## src/rtl/ram4_bank.sv

```systemverilog
// ram4_bank: four-entry register bank fed by one-hot demux strobes, with a bypassed
// registered read port, written flags, a write counter and a sticky collision flag.
module ram4_bank #(
  parameter int WIDTH = 16
) (
  input  logic             clk,
  input  logic             reset,
  input  logic             load_a,
  input  logic             load_b,
  input  logic             load_c,
  input  logic             load_d,
  input  logic [WIDTH-1:0] in,
  input  logic             rd_en,
  input  logic [1:0]       rd_sel,
  input  logic             clr_err,
  output logic [WIDTH-1:0] out,
  output logic             out_valid,
  output logic [3:0]       written,
  output logic [7:0]       wr_count,
  output logic             err
);
  logic [WIDTH-1:0] mem [4];
  logic [3:0] ld;
  logic one_hot, collide, hit;
  assign ld = {load_d, load_c, load_b, load_a};
  // A single set bit survives clearing the lowest set bit as zero.
  assign one_hot = (ld != 4'd0) && ((ld & (ld - 4'd1)) == 4'd0);
  assign collide = (ld != 4'd0) && !one_hot;
  assign hit = one_hot && ld[rd_sel];
  always_ff @(posedge clk or posedge reset) begin
    if (reset) begin
      for (int i = 0; i < 4; i++) mem[i] <= '0;
      out <= '0;
      out_valid <= 1'b0;
      written <= 4'd0;
      wr_count <= 8'd0;
      err <= 1'b0;
    end else begin
      if (one_hot) begin
        for (int i = 0; i < 4; i++) if (ld[i]) mem[i] <= in;
        written <= written | ld;
        wr_count <= wr_count + 8'd1;
      end
      err <= collide ? 1'b1 : clr_err ? 1'b0 : err;
      if (rd_en) out <= hit ? in : mem[rd_sel];
      out_valid <= rd_en && (hit || written[rd_sel]);
    end
  end
endmodule

```

## config.mk

```make
export PLATFORM = sky130hd
export DESIGN_NAME = ram4_bank
export DESIGN_NICKNAME = d
export VERILOG_FILES = /design/src/rtl/ram4_bank.sv
export SDC_FILE = /design/constraint.sdc
export NUM_CORES = 1
export LEC_CHECK = 0
export BUFFER_PORTS_ARGS = -buffer_cell sky130_fd_sc_hd__clkbuf_2
export CORE_ASPECT_RATIO = 2
export CORE_MARGIN = 3
export CORE_UTILIZATION = 50
export CTS_BUF_LIST = sky130_fd_sc_hd__clkbuf_4 sky130_fd_sc_hd__clkbuf_8
export DETAILED_ROUTE_END_ITERATION = 10
export GPL_ROUTABILITY_DRIVEN = 0
export PLACE_DENSITY = 0.71
export SLEW_MARGIN = 15
export SYNTH_ARGS = -nofsm -noshare
export SYNTH_HDL_FRONTEND = slang
export SYNTH_SLANG_ARGS = --single-unit
```

## constraint.sdc

```tcl
create_clock -name clk -period 4.1 [get_ports clk]
set_input_delay 0.82 -clock clk [delete_from_list [all_inputs] [get_ports clk]]
set_output_delay 0.82 -clock clk [all_outputs]
set_load 0.005 [all_outputs]
```

==> results.md <==
- Outcome: complete, no violations
- Combinational Power Share: 20.7%
- Via-to-Cell Ratio: 5.70
- Max_cap viols: 0
- Num CTS Buffers: 9
- DR pass1 iterations: 4
- WS Path Type: in2reg
- Fmax: 390 MHz
- Yosys reg bits: 94
- Initial core utilization: 51.8%
- Diode count: 0
- Commonest non-fill, non-tap cell in the layout: dfrtp_1
- Die H: 138 um
- Ratio of cells with drive above 1 in the final layout: 44.6%
- Crit end category: flip-flop
- TNS Setup: 0 ps
- # fillers: 701
- Cells after Synth: 326
- Number of global-route vias before repair: 2,864
- Post-route clock skew: 10.4 ps
- Post-route ant nets: 0
- Most frequent cells in the layout: 94 x dfrtp_1, 81 x mux2_2, 55 x clkbuf_2
- Grt ovf: 0
- Post-CTS Hold Buffers: 0
- Critical path fanouts, max: 16
- Worst setup margin: 1540 ps
- Clock share of power: 26.0%
- Antenna violations before repair: 0
- Worst VDD drop: 293 uV
- Met3 WL: 270 um
- WP data arrival: 2820 ps
- Setup WS pre-CTS: 1160 ps
- CORE AREA: 8350 um2
- Placed wire-length estimate: 5830 um
- Final net count: 408
- CTS sink count: 94
- Largest net degree at the start of global routing: 56
- Number of DRC markers in iteration 0: 144
- CP Buf/Inv Count: 1
- Root buffer cell: clkbuf_8
- CTS max path bufs: 2
- Switching Fraction: 27.9%
- Ports: 56
- Netlist cell types: 36
- Post-route clock period utilization: 62.5%
- CTS tree: done
- Fin. max-slew vios: 0
- Post-Route WL: 8900 um
- Final Hold Viols: 0
- CP delay by family, top: simple AND/OR/NAND/NOR gates
- Leakage power: 2.20 nW
- Clk_lat worst skew: 360 ps
- Int Power: 1.70 mW
- Yosys warnings: 0
- Syn_nets: 353
- Drt drc: 0
- Hold Path Class: reg2reg
- Hold_ws: 470 ps
- WL met2: 4680 um
- First-pass GRT wire length: 14,600 um
- Worst Path Required: 4350 ps
- Port Buffer Count: 55
- Total power draw: 2.36 mW
- Wl on met1: 3780 um
- Synth Cell Area: 4330 um2
- Highest metal used: met4
- Worst path max stage delay: 510 ps
- Chip width: 71.8 um
- Setup-failing EPs final: 0
- Routed wire per std cell: 18.4 um
- Flop pwr share: 53.3%
- Sequential-to-total area share from yosys stat: 54.3%
- Clk slew on worst S/H paths: 90 ps
- Row count: 47
- Worst-Margin Slew: 928 ps
- Worst-path cell chain: clkbuf_2 > or3b_1 > or4b_4 > and3_1 > a221o_1
- Mapped Avg Cell Area: 13.3 um2
- H-tree depth: 3
- Die area: 9880 um2
- RSZ-0062 raised after global routing: false
- Via count: 2,760
- Switching power total: 0.659 mW
- Final min period: 2560 ps
- Gr usage total: 19.5%
- PwrDens: 481 nW/um2
- Setup Fix Bufs, Post-CTS: 0
- CP Launch Type: primary input
- CP max-delay cell: or4b_4
- PostCTS Resize Cnt: 0
- Max transition margin: 38.1%
- Area delta synth->final: 13.4%
==> stage by stage <==
| step | std cells | instance area, um2 | util (%) |
|---|---|---|---|
| final | 484 | 4910 | 58.8 |
| after global routing | 484 | 4910 | 58.8 |
| after CTS | 484 | 4910 | 58.8 |
| after detailed placement | 468 | 4710 | 56.4 |
| after global placement | 468 | 4710 | 56.4 |
| after floorplan | 326 | 4330 | - |
==> sequential cells by signal, summed over array words and instances (netlist names) <==
signal	flops
out	16
mem	64
written	4
out_valid	1
err	1
wr_count	8
==> cell usage after synthesis <==
master | count | area, um2
dfrtp_1 | 94 | 2350
mux2_2 | 81 | 912
nand2_1 | 19 | 71.3
o21ai_0 | 17 | 85.1
a221o_1 | 16 | 160
mux2i_1 | 16 | 160
nor2b_1 | 16 | 100
clkbuf_1 | 7 | 26.3
buf_2 | 6 | 30.0
xnor2_1 | 5 | 43.8
nand3_1 | 4 | 20.0
nor2_1 | 4 | 15.0
or2_2 | 4 | 25.0
buf_4 | 3 | 22.5
inv_1 | 3 | 11.3
nor3b_1 | 3 | 22.5
nor4b_2 | 3 | 45.0
xor2_1 | 3 | 26.3
and4_1 | 2 | 17.5
buf_1 | 2 | 7.51
buf_6 | 2 | 22.5
nand4_1 | 2 | 12.5
a211o_1 | 1 | 8.76
a31oi_2 | 1 | 12.5
and3_1 | 1 | 6.26
and3b_1 | 1 | 8.76
ha_1 | 1 | 12.5
maj3_1 | 1 | 10.0
mux4_2 | 1 | 22.5
nor3_1 | 1 | 5.00
o21a_1 | 1 | 7.51
o21bai_1 | 1 | 7.51
o22ai_1 | 1 | 6.26
or3b_1 | 1 | 8.76
or4b_1 | 1 | 10.0
or4b_4 | 1 | 13.8
==> power groups by stage <==
stage          combinational, mW  sequential, mW  clock (mW)
2_1_floorplan              0.344            1.25           0
3_3_place_gp               0.482            1.27           0
3_5_place_dp               0.498            1.28           0
4_1_cts                    0.500            1.26       0.628
5_1_grt                    0.546            1.29       0.666
6_report                   0.489            1.26       0.615
==> per-layer routing <==
layer	vias up	GRT usage [%]
li1	1286	-
met1	1410	23.4
met2	51	34.0
met3	13	3.36
met4	0	8.05
met5	-	0
==> area by class of cell <==
type / instances / area, um2 / area share, %
multi-input cells: 209 / 1880 / 38.4
clock inverters: 7 / 72.6 / 1.48
repair buffers: 64 / 343 / 6.98
inverters: 3 / 12.5 / 0.255
clock buffers: 9 / 124 / 2.52
well taps: 98 / 123 / 2.50
flip-flops and latches: 94 / 2350 / 47.9
==> cells by family (layout without fill, tap and decap cells) <==
| logic type | after synthesis | in the layout | synth area share, % |
|---|---|---|---|
| fa+ha+maj | 2 | 2 | 0.520 |
| simple gates | 63 | 63 | 8.81 |
| mux | 98 | 98 | 25.3 |
| buf+inv | 23 | 83 | 2.77 |
| flops | 94 | 94 | 54.3 |
| compound gates | 38 | 38 | 6.65 |
| xor+xnor | 8 | 8 | 1.62 |
==> path summary, 6_finish.rpt <==
| path | slack, ps | depth (start not counted) | endpoint | from |
|---|---|---|---|---|
| setup / recovery | 1540 | 5 | out[15] | load_c |
| hold / removal | 470 | 1 | wr_count[7] | wr_count[7] |
| setup reg to reg | 2860 | 4 | out[12] | mem[12] |
| hold reg to reg | 470 | 1 | wr_count[7] | wr_count[7] |
| max in group asynchronous | 2650 | 3 | out[3] | reset |
| min in group asynchronous | 610 | 2 | wr_count[7] | reset |
Note: power is estimated with default switching activity, not from simulation.
